`src/rtl/ac_pkg.sv`:
```
// Shared types and default timing constants for the compressor controller.
package ac_pkg;

  // Controller states; the numeric values are visible on state_o.
  typedef enum logic [2:0] {
    StOffLock  = 3'd0,
    StOffReady = 3'd1,
    StCoolLock = 3'd2,
    StCoolRun  = 3'd3,
    StFault    = 3'd4
  } ac_state_e;

  localparam int unsigned TICK_DIV_DEFAULT  = 100000;
  localparam int unsigned MIN_ON_S_DEFAULT  = 600;
  localparam int unsigned MIN_OFF_S_DEFAULT = 900;

endpackage

```
`src/rtl/ac_compressor_ctrl_if.sv`:
```
// Sensor/drive bundle between the plant-side logic and the compressor controller.
interface ac_compressor_ctrl_if #(
  parameter int unsigned WIDTH = 5
);

  logic [WIDTH:0] s1_i;
  logic [WIDTH:0] s2_i;
  logic [WIDTH:0] setpoint_i;
  logic           enable_i;
  logic           compressor_o;
  logic           fan_o;
  logic [2:0]     state_o;
  logic           sec_tick_o;
  logic           fault_o;

  // Sensor/user side: supplies temperatures and requests, observes the drives.
  modport master (
    output s1_i, s2_i, setpoint_i, enable_i,
    input  compressor_o, fan_o, state_o, sec_tick_o, fault_o
  );

  // Controller side.
  modport slave (
    input  s1_i, s2_i, setpoint_i, enable_i,
    output compressor_o, fan_o, state_o, sec_tick_o, fault_o
  );

endinterface

```
`src/rtl/ac_sec_tick.sv`:
```
// Prescaler producing a one-cycle pulse every TICK_DIV clocks.
module ac_sec_tick
  import ac_pkg::*;
#(
  parameter int unsigned TICK_DIV = TICK_DIV_DEFAULT
) (
  input  logic clk_i,
  input  logic rst_n_i,
  output logic tick_o
);

  localparam int unsigned CntW = (TICK_DIV > 1) ? $clog2(TICK_DIV) : 1;
  localparam logic [CntW-1:0] CntLast = CntW'(TICK_DIV - 1);

  logic [CntW-1:0] cnt_q;

  // Free-running 0..TICK_DIV-1 counter, restarted by reset.
  always_ff @(posedge clk_i) begin
    if (!rst_n_i) begin
      cnt_q <= '0;
    end else if (cnt_q == CntLast) begin
      cnt_q <= '0;
    end else begin
      cnt_q <= cnt_q + CntW'(1);
    end
  end

  assign tick_o = (cnt_q == CntLast);

endmodule

```
`src/rtl/ac_compressor_ctrl.sv`:
```
// Compressor/fan sequencer: averaged temperature vs setpoint with hysteresis,
// minimum on/off lockouts counted in seconds, and sensor-disagreement fault.
module ac_compressor_ctrl
  import ac_pkg::*;
#(
  parameter int unsigned WIDTH       = 5,
  parameter int unsigned TICK_DIV    = TICK_DIV_DEFAULT,
  parameter int unsigned MIN_ON_S    = MIN_ON_S_DEFAULT,
  parameter int unsigned MIN_OFF_S   = MIN_OFF_S_DEFAULT,
  parameter int unsigned HYST        = 2,
  parameter int unsigned FAULT_DELTA = 8
) (
  input logic                 clk_i,
  input logic                 rst_n_i,
  ac_compressor_ctrl_if.slave bus
);

  // One extra bit so sums and setpoint+HYST never wrap.
  localparam int unsigned TW = WIDTH + 2;
  localparam int unsigned CntMax = (MIN_ON_S > MIN_OFF_S) ? MIN_ON_S : MIN_OFF_S;
  localparam int unsigned CntW = (CntMax > 1) ? $clog2(CntMax + 1) : 1;
  localparam logic [CntW-1:0] OnLoad  = CntW'(MIN_ON_S);
  localparam logic [CntW-1:0] OffLoad = CntW'(MIN_OFF_S);
  localparam logic [TW-1:0]   HystW   = TW'(HYST);
  localparam logic [TW-1:0]   DeltaW  = TW'(FAULT_DELTA);

  logic            tick;
  logic [TW-1:0]   s1_w, s2_w, sp_w;
  logic [TW-1:0]   sum, temp, diff, hi_thr, lo_thr;
  logic            sensor_fault, want_cool, want_off;
  ac_state_e       state_q, state_d;
  logic [CntW-1:0] cnt_q, cnt_d;
  logic            comp_q, fan_q, fault_q;

  ac_sec_tick #(
    .TICK_DIV (TICK_DIV)
  ) u_sec_tick (
    .clk_i   (clk_i),
    .rst_n_i (rst_n_i),
    .tick_o  (tick)
  );

  // Temperature average, sensor spread and hysteresis thresholds.
  always_comb begin
    s1_w   = TW'(bus.s1_i);
    s2_w   = TW'(bus.s2_i);
    sp_w   = TW'(bus.setpoint_i);
    sum    = s1_w + s2_w;
    temp   = sum >> 1;
    diff   = (s1_w >= s2_w) ? (s1_w - s2_w) : (s2_w - s1_w);
    hi_thr = sp_w + HystW;
    lo_thr = (sp_w >= HystW) ? (sp_w - HystW) : '0;
    sensor_fault = (diff > DeltaW);
    want_cool    = bus.enable_i && (temp >= hi_thr);
    want_off     = !bus.enable_i || (temp <= lo_thr);
  end

  // Next state and lock timer; a fault pre-empts every state including locks.
  always_comb begin
    state_d = state_q;
    cnt_d   = cnt_q;
    if (sensor_fault) begin
      state_d = StFault;
    end else begin
      case (state_q)
        StOffLock: begin
          if (tick) begin
            // Leaving on the tick that would take the count to zero.
            if (cnt_q <= CntW'(1)) begin
              state_d = StOffReady;
              cnt_d   = '0;
            end else begin
              cnt_d = cnt_q - CntW'(1);
            end
          end
        end
        StOffReady: begin
          if (want_cool) begin
            state_d = StCoolLock;
            cnt_d   = OnLoad;
          end
        end
        StCoolLock: begin
          if (tick) begin
            if (cnt_q <= CntW'(1)) begin
              state_d = StCoolRun;
              cnt_d   = '0;
            end else begin
              cnt_d = cnt_q - CntW'(1);
            end
          end
        end
        StCoolRun: begin
          if (want_off) begin
            state_d = StOffLock;
            cnt_d   = OffLoad;
          end
        end
        StFault: begin
          state_d = StOffLock;
          cnt_d   = OffLoad;
        end
        default: state_d = StFault;
      endcase
    end
  end

  // State, timer and drive registers; drives are decoded from the next state.
  always_ff @(posedge clk_i) begin
    if (!rst_n_i) begin
      state_q <= StOffLock;
      cnt_q   <= OffLoad;
      comp_q  <= 1'b0;
      fan_q   <= 1'b0;
      fault_q <= 1'b0;
    end else begin
      state_q <= state_d;
      cnt_q   <= cnt_d;
      comp_q  <= (state_d == StCoolLock) || (state_d == StCoolRun);
      fan_q   <= (state_d == StCoolLock) || (state_d == StCoolRun);
      fault_q <= (state_d == StFault);
    end
  end

  assign bus.compressor_o = comp_q;
  assign bus.fan_o        = fan_q;
  assign bus.fault_o      = fault_q;
  assign bus.state_o      = state_q;
  assign bus.sec_tick_o   = tick;

endmodule

```
`src/flat_wrapper.sv`:
```
// flat-port wrapper written by rule: the top's interface ports become plain ports
module ac_compressor_ctrl_flat import ac_pkg::*;
#(
  parameter int unsigned WIDTH       = 5,
  parameter int unsigned TICK_DIV    = TICK_DIV_DEFAULT,
  parameter int unsigned MIN_ON_S    = MIN_ON_S_DEFAULT,
  parameter int unsigned MIN_OFF_S   = MIN_OFF_S_DEFAULT,
  parameter int unsigned HYST        = 2,
  parameter int unsigned FAULT_DELTA = 8
)
  (clk_i, rst_n_i, bus_s1_i, bus_s2_i, bus_setpoint_i, bus_enable_i, bus_compressor_o, bus_fan_o, bus_state_o, bus_sec_tick_o, bus_fault_o);
  ac_compressor_ctrl_if #(.WIDTH(WIDTH)) bus_i ();
  input logic clk_i;
  input logic rst_n_i;
  input wire logic [$bits(bus_i.s1_i)-1:0] bus_s1_i;
  input wire logic [$bits(bus_i.s2_i)-1:0] bus_s2_i;
  input wire logic [$bits(bus_i.setpoint_i)-1:0] bus_setpoint_i;
  input wire logic [$bits(bus_i.enable_i)-1:0] bus_enable_i;
  output wire logic [$bits(bus_i.compressor_o)-1:0] bus_compressor_o;
  output wire logic [$bits(bus_i.fan_o)-1:0] bus_fan_o;
  output wire logic [$bits(bus_i.state_o)-1:0] bus_state_o;
  output wire logic [$bits(bus_i.sec_tick_o)-1:0] bus_sec_tick_o;
  output wire logic [$bits(bus_i.fault_o)-1:0] bus_fault_o;
  assign bus_i.s1_i = bus_s1_i;
  assign bus_i.s2_i = bus_s2_i;
  assign bus_i.setpoint_i = bus_setpoint_i;
  assign bus_i.enable_i = bus_enable_i;
  assign bus_compressor_o = bus_i.compressor_o;
  assign bus_fan_o = bus_i.fan_o;
  assign bus_state_o = bus_i.state_o;
  assign bus_sec_tick_o = bus_i.sec_tick_o;
  assign bus_fault_o = bus_i.fault_o;
  ac_compressor_ctrl #(.WIDTH(WIDTH), .TICK_DIV(TICK_DIV), .MIN_ON_S(MIN_ON_S), .MIN_OFF_S(MIN_OFF_S), .HYST(HYST), .FAULT_DELTA(FAULT_DELTA)) u_core (.clk_i(clk_i), .rst_n_i(rst_n_i), .bus(bus_i));
endmodule
```
`config.mk`:
```
export PLATFORM = sky130hd
export DESIGN_NAME = ac_compressor_ctrl_flat
export DESIGN_NICKNAME = d
export VERILOG_FILES = /design/src/rtl/ac_pkg.sv /design/src/rtl/ac_compressor_ctrl_if.sv /design/src/rtl/ac_sec_tick.sv /design/src/rtl/ac_compressor_ctrl.sv /design/src/flat_wrapper.sv
export SDC_FILE = /design/constraint.sdc
export NUM_CORES = 1
export LEC_CHECK = 0
export BUFFER_PORTS_ARGS = -buffer_cell sky130_fd_sc_hd__buf_2
export CAP_MARGIN = 10
export CORE_AREA = 8 8 95 97
export DETAILED_ROUTE_END_ITERATION = 16
export DIE_AREA = 0 0 103 105
export PLACE_DENSITY_LB_ADDON = 0.08
export SYNTH_ARGS = -nofsm -noshare
export SYNTH_HDL_FRONTEND = slang
export SYNTH_HIERARCHICAL = 1
export SYNTH_SLANG_ARGS = --single-unit
export TNS_END_PERCENT = 5
```
`constraint.sdc`:
```
create_clock -name clk_i -period 4.1 [get_ports clk_i]
set_input_delay 0 -clock clk_i [delete_from_list [all_inputs] [get_ports clk_i]]
set_output_delay 0 -clock clk_i [all_outputs]
set_load 0.02 [all_outputs]
```
== Word-level counts from Yosys, hierarchy flattened ==
Index checks and enable logic that the tools add are counted.

* Flip-flop bits (word level): 32
* Logic and storage cells: 55
* Input port bits: 21

* Order comparisons: 6
* Muxes and demuxes: 15
* Add/sub/neg operators: 7
* Bitwise logic cells: 2
* Equality and inequality tests: 11
* Reductions and logical operators: 9

{| class="wikitable"
|+ Operators by type and width
! kind !! number
|-
| $mux W10 || 4
|-
| $pmux W10 S4 || 1
|-
| $mux W3 || 7
|-
| $add A17 B1 Y17 const B || 1
|-
| $eq A17 B17 Y1 const B || 1
|-
| $pmux W3 S5 || 1
|-
| $mux W7 || 2
|-
| $sub A6 B6 Y7 || 2
|-
| $eq A3 B2 Y1 const B || 4
|-
| $le A10 B1 Y1 const B || 1
|-
| $sub A10 B1 Y10 const B || 1
|-
| $add A6 B2 Y7 const B || 1
|-
| $add A6 B6 Y7 || 1
|-
| $ge A6 B7 Y1 || 1
|-
| $gt A7 B4 Y1 const B || 1
|-
| $le A6 B7 Y1 || 1
|-
| $sub A6 B2 Y7 const B || 1
|-
| $eq A3 B3 Y1 const B || 2
|-
| $ge A6 B2 Y1 const B || 1
|-
| $ge A6 B6 Y1 || 1
|-
| $ne A2 B1 Y1 const B || 3
|-
| $reduce_and A5 Y1 || 1
|-
| $reduce_bool A4 Y1 || 1
|-
| $reduce_or A2 Y1 || 2
|-
| other kinds (6) || 8
|}

== Longest topological paths before layout ==
* Depth after elaboration: 9
* Depth in mapped cells: 20
* Mapped depth without buffers: 19

== Modules after synthesis ==
The synthesis kept the hierarchy.

{| class="wikitable"
|+ By module, submodules not included
! module !! seq. area each (um^2) !! area an instance (um^2) !! cells an instance !! times used
|-
| ac_compressor_ctrl || 300.3 || 2102.0 || 276 || 1
|-
| ac_sec_tick || 340.3 || 788.3 || 87 || 1
|}

== Least setup slack after synthesis ==
Ideal clock, no wire load.

* Path kind: input port to flip-flop
* Start: input bus_s1_i[0]
* End: register u_core.cnt_q[9]
* Slack: 1.240 ns
* Stages: 17
* Data arrival time: 2.738 ns
* Library setup time: 0.122 ns
* Path through: ha_1 > fa_1 > a21oi_1 > nor2_1 > nor2_1 > nor2_1 > nor2_1 > o21bai_1 > ha_1 > nand3_1 > a21oi_1 > o31ai_1 > a21boi_0 > o31a_1 > buf_2 > nand4_1 > a221o_1

* Word-level cells in the longest chain between the ends: 5
* Elaborated cells between the ends (all ways): 14

{| class="wikitable"
|+ RTL lines
! what !! line !! source
|-
| start: declaration || flat_wrapper.sv:15 || <nowiki>input wire logic [$bits(bus_i.s1_i)-1:0] bus_s1_i;</nowiki>
|-
| $add A6 B6 Y7, or another cell as far along || ac_compressor_ctrl.sv:48 || <nowiki>sum = s1_w + s2_w;</nowiki>
|-
| $le A6 B7 Y1, or another cell as far along || ac_compressor_ctrl.sv:55 || <nowiki>want_off = !bus.enable_i || (temp <= lo_thr);</nowiki>
|-
| $logic_or A1 B1 Y1, or another cell as far along || ac_compressor_ctrl.sv:55 ||
|-
| $ne A2 B1 Y1 (no line) or $not A1 Y1 (tied branches) || n/a ||
|-
| $reduce_and A5 Y1 (no line) (*) || n/a ||
|-
| end signal: assignment || ac_compressor_ctrl.sv:112 || <nowiki>cnt_q <= OffLoad;</nowiki>
|-
| end signal: assignment || ac_compressor_ctrl.sv:118 || <nowiki>cnt_q <= cnt_d;</nowiki>
|-
| end: declaration || ac_compressor_ctrl.sv:32 || <nowiki>logic [CntW-1:0] cnt_q, cnt_d;</nowiki>
|}

Mark *: on every way between the ends. The rest lies on a longest branch, timed or not.
A chain may end at the register's enable or synchronous reset.

== Final worst setup path ==
* Start: input bus_s1_i[1]
* End: register u_core.cnt_q[9]

The elaborated chain is that of the path after synthesis.

==> qor.yml <==
sta:
  final_period_minus_worst_setup_slack_ps: 3190
  finalHoldViolations: 0
  max_slew.worst_pin.slew_ps: 841
  final_cycle_share_pct: 77.9
  final-max-slew-violation-count: 0
  finalSetupViolations: 0
  relSlewSlack_pct: 44.0
  rsz0062_at_grt: "false"
  fin_worst_skew_ps: 3.21
  max_freq_mhz: 313
  finalSetupTns_ps: 0
finish:
  layout.nets: 441
  layout_commonest_cell: "sky130_fd_sc_hd__nor2_1"
  share_of_layout_cells_above_drive_strength_1_pct: 12.8
  final_cell_count_no_fill: 485
  diodes: 0
  layout_common_cells: "sky130_fd_sc_hd__nor2_1 (40), sky130_fd_sc_hd__ha_1 (35), sky130_fd_sc_hd__dfxtp_1 (32), sky130_fd_sc_hd__nand2_1 (29)"
  area_growth_pct: 9.35
floorplanning:
  core_region_area_sq_um: 7530
  initial_utilization_pct: 38.4
  fp.dieH_um: 105
  die_width_um: 103
  ios: 28
  floorplan.rows: 32
  die_area_sq_um: 10800
setup_path:
  timing.critical_path.slowest_stage_cell: "sky130_fd_sc_hd__o31a_1"
  critical_path_class: "in -> reg"
  timing.critical_path.fanout_max: 10
  critical_path.startpoint_type: "input pin"
  worstPathCellList: "buf_2 > inv_1 > ha_1 > inv_1 > a21oi_1 > nor2_1 > nor2_1 > nor2_1 > nor2_1 > o21bai_1 > xnor2_1 > ha_1 > nand3_1 > a21oi_1 > o31ai_1 > a21boi_0 > o31a_1 > nand4_1 > a221o_1"
  rr_startpoint: "u_core/u_sec_tick/cnt_q[0]"
  reg2regPathDepth: 7
  r2r_end: "u_core/cnt_q[9]"
  arrival_ps: 3370
  worst-endpoint-required_ps: 4270
  timing.critical_path.mode_cell: "sky130_fd_sc_hd__nor2_1"
  end_kind: "register"
  critical_path.max_stage_delay_ps: 430
  reg2reg_setup_slack_ps: 1620
hold_path:
  hold_end: "u_core/cnt_q[4]"
  hold_start: "rst_n_i"
  worst_hold_path.num_cells: 3
  min_path_type: "in -> reg"
route:
  wl_met1_mm: 3.00
  routed_wl_mm: 6.44
  vias_per_cell: 5.19
  drt_iter0_markers: 86
  post_drt_wl_per_cell_um: 13.3
  detailroute.via_count: 2515
  routed-wl-met3_um: 278
  postRouteAntennaNets: 0
  drt_drc_violations_left: 0
  met2WireLength_mm: 3.11
  top_layer: "met4"
  drtPass1Iterations: 4
global_routing:
  grt_pass1_vias: 2433
  grt_max_degree: 18
  grt_first_pass_wirelength_mm: 11.0
  grt_overflow: 0
  global_route.usage.total_pct: 12.3
  initial_antenna_violation_count: 0
clocking:
  numClockSinks: 32
  post_cts.repair.setup_buffers: 0
  clock_latency_ps: 280
  cts_made_buffers: 5
  tritoncts: "yes"
  max-clock-path-buffers: 2
  post_cts.resized_instances: 0
  ctsHtreeMaxLevel: 2
  worst_setup_hold_path_clk_slew_ps: 70
  cts.root.buffer_cell: "sky130_fd_sc_hd__clkbuf_8"
  hold_buffers: 0
power_and_ir_drop:
  power.leakage_nw: 1.30
  pwr_density_cell_nw_per_um2: 266
  irDropWorstVdd_mv: 0.208
yosys:
  post_synth_edffs: 0
  yosysSeqAreaShare_pct: 22.2
  synthesis.area_sq_um: 2890
  asyncSetResetFlopFracSynth_pct: 0
  synth.avg_cell_area_sq_um: 7.96
  yosysWarnings: 6
  ys.flop_type: "sky130_fd_sc_hd__dfxtp_1"
  mapped_cells: 363
  synth_seq_cells: 32
  mappedNetlistNets: 422
  yosys.cell_types.count: 57
flow_run:
  max_cap_violations: 0
placement:
  place.detailed.hpwl_mm: 5.10
  gp_routability_congestion: 0.791
  numPortBuffers: 27
  place.detailed.instances: 477
status:
  outcome: "complete, no violations"
==> worst max-delay path, delay by kind of cell <==
kind / cells / cell delay, ps
compound gates: 7 / 1630
fa+ha+maj: 2 / 600
xor+xnor: 1 / 240
simple gates: 6 / 600
buf+inv: 3 / 300
==> cells by family after synthesis <==
kind of cell,count (synthesis),synth area share (%)
AND/OR/NAND/NOR,140,24.3
AO/OA/AOI/OAI,74,18.5
buffers and inverters,43,6.62
adder cells (fa/ha/maj),38,17.2
flip-flops,32,22.2
XOR/XNOR,30,9.09
multiplexers,6,2.08
==> layout make-up <==
class	instances	area, sq um
Tap cell	102	128
Timing Repair Buffer	27	135
Multi-Input combinational cell	288	2060
Clock inverter	1	7.51
Inverter	28	105
Clock buffer	7	86.3
Sequential cell	32	641
Fill cell	809	4370
==> power breakdown <==
part / total, mW / switching, mW / internal, mW
clock: 0.255 / 0.119 / 0.136
combinational: 0.260 / 0.152 / 0.108
sequential: 0.326 / 0.00862 / 0.317
==> per-stage QoR <==
| step | worst slack [ps] | instance area, sq um | hold WS [ps] | utilization, % | total power [mW] |
|---|---|---|---|---|---|
| after detailed placement | 571 | 3070 | 407 | 40.7 | 0.593 |
| after global placement | 667 | 3070 | 410 | 40.7 | 0.592 |
| after global routing | 390 | 3160 | 132 | 42.0 | 0.903 |
| after floorplan | 1240 | 2890 | 171 | - | 0.534 |
| final | 906 | 3160 | 117 | 42.0 | 0.841 |
| after CTS | 865 | 3160 | 105 | 42.0 | 0.853 |
==> sequential cells by signal, summed over array words and instances (netlist names) <==
signal                   cells
u_core/u_sec_tick/cnt_q     17
u_core/bus.fault_o           1
u_core/bus.state_o           3
u_core/bus.fan_o             1
u_core/cnt_q                10
==> worst max path at each step <==
stage | from | endpoint | slack, ps
floorplan | bus_s1_i[0] | u_core/cnt_q[9] | 1240
global placement | bus_s1_i[1] | u_core/cnt_q[9] | 670
detailed placement | bus_s1_i[1] | u_core/cnt_q[9] | 570
CTS | bus_s1_i[1] | u_core/cnt_q[9] | 860
global route | bus_s1_i[1] | u_core/cnt_q[9] | 390
finish | bus_s1_i[1] | u_core/cnt_q[9] | 910
==> layer usage <==
metal	global-route usage [%]	vias to the layer above
li1	-	1305
met4	3.52	0
met5	0	-
met1	15.5	1173
met3	2.52	4
met2	20.2	33
==> Yosys cell counts, types with 2 or more instances <==
cell                       count  area, sq um
sky130_fd_sc_hd__o21ai_0      13         65.1
sky130_fd_sc_hd__ha_1         35          438
sky130_fd_sc_hd__o22ai_1       2         12.5
sky130_fd_sc_hd__nand2b_1      3         18.8
sky130_fd_sc_hd__clkbuf_1      8         30.0
sky130_fd_sc_hd__a31o_2        4         35.0
sky130_fd_sc_hd__nand3_1      16         80.1
sky130_fd_sc_hd__or3_1         6         37.5
sky130_fd_sc_hd__dfxtp_1      32          641
sky130_fd_sc_hd__fa_1          3         60.1
sky130_fd_sc_hd__a21oi_1      20          100
sky130_fd_sc_hd__xnor2_1      20          175
sky130_fd_sc_hd__buf_2         2         10.0
sky130_fd_sc_hd__inv_1        27          101
sky130_fd_sc_hd__nand2_1      29          109
sky130_fd_sc_hd__or4_1         2         15.0
sky130_fd_sc_hd__o311a_1       2         20.0
sky130_fd_sc_hd__nand4_1       7         43.8
sky130_fd_sc_hd__nor3_1       11         55.1
sky130_fd_sc_hd__nor4_1        7         43.8
sky130_fd_sc_hd__o31a_1        3         26.3
sky130_fd_sc_hd__a211oi_1      4         30.0
sky130_fd_sc_hd__o31ai_1       5         37.5
sky130_fd_sc_hd__o21bai_1      3         22.5
sky130_fd_sc_hd__o21a_1        4         30.0
sky130_fd_sc_hd__mux2i_1       6         60.1
sky130_fd_sc_hd__xor2_1       10         87.6
sky130_fd_sc_hd__nor2_1       40          150
sky130_fd_sc_hd__buf_6         3         33.8
sky130_fd_sc_hd__nor2b_1       7         43.8
sky130_fd_sc_hd__a21o_1        3         22.5
No activity file was read; power rests on OpenSTA's default activity.
